--- config.mk ---
export PLATFORM = sky130hd
export DESIGN_NAME = sat_counter
export DESIGN_NICKNAME = d
export VERILOG_FILES = /design/src/rtl/sat_counter.sv
export SDC_FILE = /design/constraint.sdc
export NUM_CORES = 1
export LEC_CHECK = 0
export CAP_MARGIN = 5
export CORE_MARGIN = 8
export CORE_UTILIZATION = 51
export DETAILED_ROUTE_END_ITERATION = 12
export PLACE_DENSITY = 0.84
export SETUP_SLACK_MARGIN = 0.1
export SYNTH_ARGS = -nofsm -noshare
export SYNTH_HDL_FRONTEND = slang
export SYNTH_SLANG_ARGS = --single-unit
--- constraint.sdc ---
create_clock -name clk -period 3.75 [get_ports clk]
set_input_delay 0.75 -clock clk [delete_from_list [all_inputs] [get_ports clk]]
set_output_delay 0.75 -clock clk [all_outputs]
set_load 0.05 [all_outputs]
--- src/rtl/sat_counter.sv ---
// Up-counter that sticks at its all-ones value; clear wins over increment.
module sat_counter #(
    parameter int WIDTH = 16
) (
    input  logic             clk,
    input  logic             rst,
    input  logic             inc,
    input  logic             clear,
    output logic [WIDTH-1:0] count
);

    logic [WIDTH-1:0] r_count;

    always_ff @(posedge clk) begin
        if (rst || clear) begin
            r_count <= '0;
        end else if (inc && (r_count != {WIDTH{1'b1}})) begin
            r_count <= r_count + WIDTH'(1);
        end
    end

    assign count = r_count;

endmodule

-- Word-level counts from Yosys, hierarchy flattened
Cells that the tools add are included.
- register bits after elaboration: 16
- input bits: 4
- output and inout port bits: 16
- logic and storage cells: 5
- $add $sub $neg: 1
- eq/ne operators: 1
- reduce and logical (&&, ||, !) cells: 2
- operators by type and width (kind ; number):
    16-bit by 1-bit adder with 16-bit output (second input constant) ; 1
    16-bit != test (second input constant) ; 1
    1-bit logical AND ; 1
    1-bit logical OR ; 1

-- Logic depth before layout (Yosys ltp)
Gate-level depths: netlist (run 1).
- depth after elaboration: 2
- gate-level depth with buffers: 5
- depth with buffers taken out: 5

-- Least setup slack after synthesis (run 1)
OpenSTA, ideal clock, no wires.
- path type: register to register
- start: register r_count[0], in the netlist count[0]
- end: register r_count[5], in the netlist count[5]
- setup time: 0.116 ns
- arrival: 1.901 ns
- required time: 3.634 ns
- path slack: 1.733 ns
- stages on the path, launching flop included: 5
- path buffers: 0
- period minus slack after synthesis: 2.017 ns
- cell sequence: dfxtp_1 > ha_1 > nand3_1 > or4_4 > a41o_1
- longest elaborated chain between the ends: 2
- elaborated cells on any way between the ends: 3
- classes of those cells: add/sub (1); eq/ne (1); reduce/logical (1)
- RTL lines (element ; line ; text):
    start, declared ; 12 ; logic [WIDTH-1:0] r_count;
    start signal, assigned ; 18 ; r_count <= r_count + WIDTH'(1);
    branches (longest 2 deep; another with 16-bit by 1-bit adder with 16-bit output) ; -- ;
Parallel ways; which one is timed is not known.
A chain may end at the register's enable or synchronous reset.

-- Worst setup path in the final report (run 1)
- start: register r_count[4], in the netlist count[4]
- end: output count[4]
- RTL lines (element ; line ; text):
    end, declared ; 9 ; output logic [WIDTH-1:0] count
No word-level cell between the ends.

==> out/qor.csv, run 1 <==
stage,metric,value,unit
route,postRouteAntennaNets,0,
place,placed_cell_area,1045,µm²
clock_network,clkSinkCount,16,
floorplanning,die-area,3221,µm²
clock_network,cts.hold.buffers_added,0,
timing,tightest_slew,559.7,ps
final_layout,nNetsFinal,121,
critical_path,cp_max_fo,7,
global_routing,grt_start_max_net_pins,16,
yosys,netlist_instances,95,
floorplanning,ios,20,
power,power_density,281.2,nW/µm²
yosys,synth.distinct_cells,30,
floorplanning,rows,14,
yosys,synth_area_leaders,"dfxtp_1 38%, a21oi_1 5.3%, a41o_1 4.7%",
route,routedWlPerCell,15.58,µm
yosys,synth_top_area_cell,dfxtp_1,
yosys,yosysSeqAreaShare,37.81,%
clock_network,tritoncts,done,
clock_network,htreeDepth,1,
clock_network,clkTransAtPathRegs,100,ps
yosys,synth_edf_count,0,
global_routing,grt_usage,12.38,%
global_routing,overflow,0,
critical_path,r2r_slack,1990,ps
route,num_vias,822,
clock_network,postCtsSetupBuffers,0,
global_routing,grt_pass1_vias,807,
floorplanning,coreArea,1524,µm²
power,p_leak,0.3814,nW
global_routing,antenna_found_initial,0,
critical_path,crit_arrival,1640,ps
critical_path,slowest_delay,860,ps
timing,layout_min_cycle_time,2386,ps
timing,slew_headroom,62.38,%
yosys,synth_ff_type,dfxtp_1,
yosys,ys_top_cells_by_count,"16 x dfxtp_1, 9 x a21oi_1, 7 x nor2_1",
yosys,ys_ff_latch,16,
timing,skew,6.141,ps
route,drt_iter0_drc,26,
power,ir_drop,180.0,µV
route,viasPerCell,6.275,
yosys,synth_area_per_cell,8.916,µm²
yosys,syn_nets,100,
final_layout,num_antenna_cells,0,
place,post-dp-hpwl,1.487,mm
run,maxCapViolCount,0,
route,drtPass1Iterations,3,
route,routed_wl,2.041,mm
critical_path,crit_path_start_kind,flip-flop,
clock_network,insertion_delay,290,ps
route,drc,0,
timing,rsz0062_at_grt,false,
critical_path,timing.critical_path.buf_inv,1,
critical_path,crit_family,buffers and inverters,
critical_path,setup.worst_path.end_class,output port,
critical_path,critical_path.cell_chain,clkdlybuf4s50_1,
yosys,syn_area,847.1,µm²
yosys,synth_warnings,0,
clock_network,cts_resized,0,
place,place.gp.congestion,0.7622,
floorplanning,start_util,55.58,%
timing,hold_violations,0,
critical_path,crit_path_top_delay_cell,clkdlybuf4s50_1,
timing,fin_tns_setup,0,ps
timing,setup_viol,0,
clock_network,cts_root_buffer,clkbuf_4,
floorplanning,dieHeight,56.76,µm
clock_network,clock_path_buffers,2,
global_routing,grt_pass1_wl,3.422,mm
final_layout,drive_gt1_share,9.565,%
yosys,async_flop_share,0,%
yosys,synth_top_area_share,37.81,%
final_layout,largest_reg_flops,16,
timing,drv_slew,0,
floorplanning,die_x,56.76,µm
outcome,outcome,"finished, final reports clean",
critical_path,crit_required,3000,ps
final_layout,final_cell_area,1081,µm²
place,io_buffers,19,
yosys,yosysMostFrequentCell,dfxtp_1,
timing,fin_crit_sh,63.62,%
timing,timing.fmax,419.2,MHz
clock_network,cts_inserted_buffers,3,
final_layout,area_delta_synth_final,27.62,%
hold_path,hold_class,flip-flop to flip-flop,
critical_path,worstSetupPathType,flip-flop to output port,
[cell usage in the layout (no fill, tap or decap), drive strengths merged, types with 3 or more instances in the layout]
cell and instances:
o31ai 3, o21ai 5, nand4 7, a41o 4
or3 5, nor2 7, and4 4, a31oi 3
nand3 5, clkbuf 4, or4 4, clkdlybuf4s50 19
nand2 6, a21oi 9, dfxtp 16
[report_power, final]
| part | internal, mW | switching, mW | total (mW) |
|---|---|---|---|
| combinational | 0.00629 | 0.00971 | 0.0160 |
| clock | 0.0591 | 0.0573 | 0.116 |
| sequential | 0.171 | 0.000975 | 0.172 |
[cell families after synthesis]
family,count (synthesis),synth area share (%)
AOI/OAI and AO/OA,27,21.86
xor gates and xnor gates,3,3.102
adders and majority gates,1,1.477
buffers and inverters,4,1.920
DFF,16,37.81
and+or+nand+nor,44,33.82
[layer usage]
layer / vias up / track usage, % / part of all wire [%]
met5: - / 0 / 0
met4: 0 / 5.705 / 1.6
met3: 5 / 2.921 / 3.9
met2: 19 / 20.06 / 47
met1: 377 / 14.90 / 47
li1: 421 / - / -
[stage by stage]
step           power (mW)  hold slack (ps)  cells  utilization [%]  setup WS (ps)
2_1_floorplan      0.1844            702.6     95                -           1733
6_report           0.3040            529.3    131            70.94           1364
4_1_cts            0.3069            527.2    131            70.94           1354
5_1_grt            0.3158            571.3    131            70.94           1293
3_5_place_dp       0.1914            508.9    127            68.55           1324
3_3_place_gp       0.1912            492.4    127            68.55           1389
[final timing paths]
kind         startpoint   endpoint  cells after the start
min           count[15]  count[15]                      2
max reg2reg    count[0]   count[3]                      5
max            count[4]   count[4]                      1
min reg2reg   count[15]  count[15]                      2
[cell type report]
type	instances	area [µm²]
Tap cell	16	20.02
Timing Repair Buffer	19	190.2
Multi-Input combinational cell	75	510.5
Sequential cell	16	320.3
Fill cell	132	442.9
Inverter	1	3.754
Clock buffer	4	36.28
(Power assumes the default switching activity.)
==> run 2: changes to the inputs <==
CORE_UTILIZATION = 47   (was 51)
PLACE_DENSITY = 0.78   (was 0.84)
clock period = 2.2 ns   (was 3.75 ns; I/O delays follow)
==> out/qor.csv, run 2 (same netlist as run 1, synthesis figures left out) <==
stage,metric,value,unit,change
critical_path,crit_required,1760,ps,-1240 ps
critical_path,crit_arrival,1610,ps,-30 ps
hold_path,hold_class,flip-flop to flip-flop,,
final_layout,nNetsFinal,123,,+1.7%
critical_path,slowest_delay,850,ps,about the same
final_layout,regArea,320.3,µm²,unchanged
hold_path,whs_path_depth,2,,unchanged
global_routing,overflow,0,,unchanged
final_layout,fillers,153,,+16%
critical_path,reg2regPathDepth,5,,unchanged
clock_network,insertion_delay,300,ps,about the same
critical_path,r2r-start,count[0],,
timing,rsz0062_at_grt,false,,
timing,tightest_slew,628.1,ps,+68.45 ps
place,place.gp.congestion,0.7328,,-3.9%
clock_network,htreeDepth,1,,unchanged
power,power_frac_clock,39.0,%,+0.7 points
hold_path,worstHoldEndpoint,count[15],,
critical_path,crit_path_top_delay_cell,clkdlybuf4s50_1,,
route,drt_iter0_drc,29,,+12%
clock_network,cts_inserted_buffers,3,,unchanged
timing,holdWs,511.7,ps,-17.57 ps
outcome,outcome,"finished, final reports clean",,
critical_path,r2r_end,count[3],,
timing,layout_min_cycle_time,2050,ps,
floorplanning,dieHeight,58.46,µm,+3.0%
global_routing,grt_pass1_wl,3.684,mm,+7.7%
route,num_vias,865,,+5.2%
power,seqPwrFrac,55.6,%,-0.8 points
floorplanning,die_x,58.46,µm,+3.0%
floorplanning,die-area,3417,µm²,+6.1%
floorplanning,rows,15,,+1
timing,fin_tns_setup,0,ps,unchanged
critical_path,crit_family,buffers and inverters,,
final_layout,area_delta_synth_final,31.17,%,
timing,setup_viol,0,,unchanged
route,postRouteAntennaNets,0,,unchanged
critical_path,cp_max_fo,8,,+1
timing,slew_headroom,57.78,%,-4.6 points
final_layout,largest_reg_flops,16,,unchanged
critical_path,setup.worst_path.end_class,output port,,
critical_path,critical_path.cell_chain,clkdlybuf4s50_1,,
route,drc,0,,unchanged
timing,timing.fmax,487.8,MHz,
global_routing,antenna_found_initial,0,,unchanged
clock_network,clock_path_buffers,2,,unchanged
floorplanning,ios,20,,unchanged
clock_network,postCtsSetupBuffers,0,,unchanged
clock_network,cts_root_buffer,clkbuf_4,,
timing,skew,6.285,ps,+0.1442 ps
timing,hold_violations,0,,unchanged
hold_path,min_from,count[15],,
clock_network,cts.hold.buffers_added,0,,unchanged
timing,drv_slew,0,,unchanged
power,p_leak,0.4341,nW,+14%
floorplanning,coreArea,1708,µm²,+12%
place,io_buffers,19,,unchanged
global_routing,grt_pass1_vias,790,,-2.1%
final_layout,multi_input_area,510.5,µm²,unchanged
clock_network,clkSinkCount,16,,unchanged
route,drtPass1Iterations,4,,+1
route,routed_wl,2.144,mm,+5.0%
power,p_comb_share,5.4,%,about the same
timing,fin_crit_sh,93.18,%,
global_routing,grt_usage,13.89,%,+1.5 points
power,power_density,473.6,nW/µm²,+68%
power,p_sw_share,23.30,%,+0.93 points
critical_path,crit_path_start_kind,flip-flop,,
floorplanning,start_util,49.60,%,-6.0 points
route,viasPerCell,6.092,,-2.9%
critical_path,timing.critical_path.buf_inv,1,,unchanged
critical_path,worstSetupPathType,flip-flop to output port,,
run,maxCapViolCount,0,,unchanged
final_layout,final_cell_mix,"16 x dfxtp_1, 16 x clkdlybuf4s50_1, 9 x a21oi_1, 7 x nor2_1, 6 x nand2_1",,
global_routing,grt_start_max_net_pins,16,,unchanged
clock_network,clkTransAtPathRegs,100,ps,about the same
critical_path,r2r_slack,380,ps,-1610 ps
place,post-dp-hpwl,1.569,mm,+5.5%
route,routedWlPerCell,15.10,µm,-3.1%
power,p_int,403.6,µW,+71%
final_layout,drive_gt1_share,11.11,%,+1.5 points
clock_network,tritoncts,done,,
power,ir_drop,353.0,µV,+96%
power,p_switching,122.6,µW,+80%
final_layout,num_antenna_cells,0,,unchanged
run 2: cell types whose count changed in the layout (fill, tap and decap cells not counted):
cell	previous run	this run
dlymetal6s2s_1	0	2
clkdlybuf4s50_1	19	16
dlygate4sd2_1	0	1
buf_4	0	2
run 2: metrics by stage:
stage               worst slack (ps)  std cells  utilization [%]  power [mW]  area, µm²
floorplan                      182.9         95                -      0.3144      847.1
global placement               297.0        138            62.71      0.3277       1071
detailed placement             258.5        138            62.71      0.3281       1071
CTS                            144.9        142            64.76      0.5301       1106
global route                   102.9        142            65.05      0.5436       1111
finish                         150.0        142            65.05      0.5262       1111
run 2: how the worst max path moves through the flow:
| stage | start | endpoint | slack [ps] | depth (start not counted) |
|---|---|---|---|---|
| after floorplan | count[0] | count[5] | 180 | 4 |
| final | count[10] | count[10] | 150 | 1 |
| after detailed placement | inc | count[6] | 260 | 5 |
| after global placement | inc | count[14] | 300 | 5 |
| after CTS | count[8] | count[8] | 140 | 1 |
| after global routing | count[10] | count[10] | 100 | 1 |
run 2: layout make-up:
class	count	area share [%]
repair buffers	21	18.81
inverters	1	0.3378
well taps	25	2.815
flip-flops and latches	16	28.83
clock buffers	4	3.266
multi-input cells	75	45.95
run 2: worst min-delay path, cell delays in order (launching register included):
cell and delay (ps):
dfxtp_1 350, o31ai_1 70, a21oi_1 50
run 2: repair_timing:
item | 4_1_cts | 5_1_grt
pin swaps | 0 | 0
resized for setup | 1 | 2
setup endpoints to repair | 1 | 2
run 2: per-layer routing:
| layer | GRT usage (%) | vias up | part of all wire, % |
|---|---|---|---|
| met1 | 15.23 | 419 | 42 |
| met5 | 0 | - | 0 |
| li1 | - | 422 | - |
| met3 | 4.348 | 4 | 6.4 |
| met2 | 21.89 | 20 | 49 |
| met4 | 10.49 | 0 | 2.6 |
run 2: power groups by stage:
stage	sequential, mW	clock [mW]	combinational, mW
finish	0.292	0.205	0.0287
global route	0.293	0.219	0.0313
CTS	0.293	0.208	0.0291
detailed placement	0.299	0	0.0288
global placement	0.299	0	0.0285
floorplan	0.303	0	0.0110
==> run 3: changes to the inputs <==
CORE_MARGIN = 2   (was 8)
CORE_UTILIZATION = 55   (was 47)
DONT_BUFFER_PORTS = 1   (was default)
PLACE_DENSITY = 0.72   (was 0.78)
==> out/qor.csv, run 3 (same netlist as run 1, synthesis figures left out) <==
stage,metric,value,unit,change
floorplanning,die-area,1870,µm²,-45%
critical_path,crit_required,2430,ps,+670 ps
clock_network,cts_inserted_buffers,3,,unchanged
route,drc,0,,unchanged
critical_path,r2r-start,count[1],,
floorplanning,coreArea,1471,µm²,-14%
critical_path,r2r_end,count[3],,
critical_path,slowest_delay,620,ps,-230 ps
critical_path,reg2regPathDepth,5,,unchanged
timing,layout_min_cycle_time,1718,ps,-331.5 ps
route,routed_wl,1.985,mm,-7.4%
hold_path,hold_class,input pin to flip-flop,,
floorplanning,rows,14,,-1
place,pre_cts_ws,474.4,ps,+215.8 ps
critical_path,crit_cells,5,,+4
global_routing,grt_pass1_vias,739,,-6.5%
timing,fin_tns_setup,0,ps,unchanged
global_routing,grt_pass1_wl,3.160,mm,-14%
global_routing,antenna_found_initial,0,,unchanged
final_layout,largest_reg_flops,16,,unchanged
place,post-dp-hpwl,1.467,mm,-6.5%
timing,setup_viol,0,,unchanged
timing,drv_slew,0,,unchanged
floorplanning,ios,20,,unchanged
timing,slew_headroom,63.02,%,+5.2 points
critical_path,critical_path.endpoint,count[3],,
power,ir_drop,391.2,µV,+11%
critical_path,critical_path.cell_chain,ha_1 > nand3_1 > o41ai_2 > o21ai_0 > a21oi_1,,
critical_path,crit_arrival,1950,ps,+340 ps
clock_network,insertion_delay,290,ps,about the same
final_layout,nNetsFinal,119,,-3.3%
final_layout,final_cell_mix,"17 x buf_4, 16 x dfxtp_1, 9 x a21oi_1, 7 x nor2_1, 6 x nand2_1",,
route,postRouteAntennaNets,0,,unchanged
timing,worst_slack,481.5,ps,+331.5 ps
final_layout,fillers,115,,-25%
global_routing,grt_usage,22.21,%,+8.3 points
final_layout,final_common_cell,buf_4,,
timing,timing.fmax,581.9,MHz,+19%
timing,fin_crit_sh,78.11,%,-15 points
power,power_density,504.4,nW/µm²,+6.5%
place,place.gp.congestion,0.7721,,+5.4%
final_layout,drive_gt1_share,24.78,%,+14 points
route,num_vias,835,,-3.5%
timing,holdWs,302.9,ps,-208.9 ps
floorplanning,die_x,43.25,µm,-26%
critical_path,setup.worst_path.end_class,flip-flop,,
clock_network,cts.hold.buffers_added,0,,unchanged
route,viasPerCell,6.473,,+6.3%
final_layout,multi_input_area,510.5,µm²,unchanged
run,maxCapViolCount,0,,unchanged
clock_network,tritoncts,done,,
timing,skew,1.262,ps,-5.023 ps
timing,rsz0062_at_grt,false,,
clock_network,clock_path_buffers,2,,unchanged
floorplanning,dieHeight,43.25,µm,-26%
critical_path,cp_max_fo,6,,-2
critical_path,r2r_slack,480,ps,+100 ps
timing,hold_violations,0,,unchanged
clock_network,clkSinkCount,16,,unchanged
clock_network,htreeDepth,1,,unchanged
global_routing,overflow,0,,unchanged
power,p_leak,0.4079,nW,-6.0%
hold_path,whs_path_depth,2,,unchanged
clock_network,cts_root_buffer,clkbuf_4,,
route,routedWlPerCell,15.39,µm,+1.9%
critical_path,timing.critical_path.buf_inv,0,,-1
timing,tightest_slew,548.7,ps,-79.48 ps
final_layout,area_delta_synth_final,20.24,%,
critical_path,worstSetupPathType,flip-flop to flip-flop,,
final_layout,utilization,69.22,%,+4.2 points
final_layout,num_antenna_cells,0,,unchanged
global_routing,grt_start_max_net_pins,16,,unchanged
critical_path,crit_path_start_kind,flip-flop,,
clock_network,cts_resized,0,,-1
route,drtPass1Iterations,5,,+1
final_layout,regArea,320.3,µm²,unchanged
place,io_buffers,0,,-19
critical_path,crit_path_top_delay_cell,o41ai_2,,
outcome,outcome,"finished, final reports clean",,
floorplanning,start_util,57.57,%,+8.0 points
critical_path,crit_start,count[1],,
critical_path,crit_family,compound AO/OA/AOI/OAI gates,,
route,drt_iter0_drc,18,,-38%
clock_network,clkTransAtPathRegs,100,ps,about the same
clock_network,postCtsSetupBuffers,0,,unchanged
## run 3: cell count changes in the layout (fill, tap and decap cells not counted)
cell / change
clkdlybuf4s50_1: -16
buf_4: +15
dlymetal6s2s_1: -2
dlygate4sd2_1: -1
## run 3: cell type report
type,count,area share (%)
Sequential cell,16,31.45
Tap cell,16,1.966
Clock buffer,4,3.563
Timing Repair Buffer,17,12.53
Multi-Input combinational cell,75,50.12
Inverter,1,0.3685
## run 3: report_power, final
part | switching [mW] | internal [mW] | leakage [nW]
clock | 0.100 | 0.101 | 0.0210
combinational | 0.0152 | 0.00566 | 0.258
sequential | 0.000742 | 0.291 | 0.129
total | 0.116 | 0.397 | 0.408
## run 3: worst min-delay path by stage
| stage | startpoint | to | slack, ps |
|---|---|---|---|
| 2_1_floorplan | inc | count[1] | 600 |
| 3_3_place_gp | count[8] | count[10] | 590 |
| 3_5_place_dp | count[12] | count[12] | 600 |
| 4_1_cts | inc | count[1] | 310 |
| 5_1_grt | inc | count[1] | 330 |
| 6_report | inc | count[1] | 300 |
## run 3: per-layer routing
metal / global-route usage (%) / wire [µm] / vias up
met4: 9.091 / 33 / 0
met2: 35.52 / 949 / 29
li1: - / - / 411
met3: 3.404 / 107 / 5
met1: 29.50 / 895 / 390
met5: 0 / 0 / -
## run 3: per-stage QoR
stage / cell area (µm²) / total power [mW] / cells
6_report: 1018 / 0.5137 / 129
2_1_floorplan: 847.1 / 0.3144 / 95
5_1_grt: 1018 / 0.5235 / 129
4_1_cts: 1018 / 0.5125 / 129
3_3_place_gp: 982.2 / 0.3186 / 125
3_5_place_dp: 982.2 / 0.3190 / 125
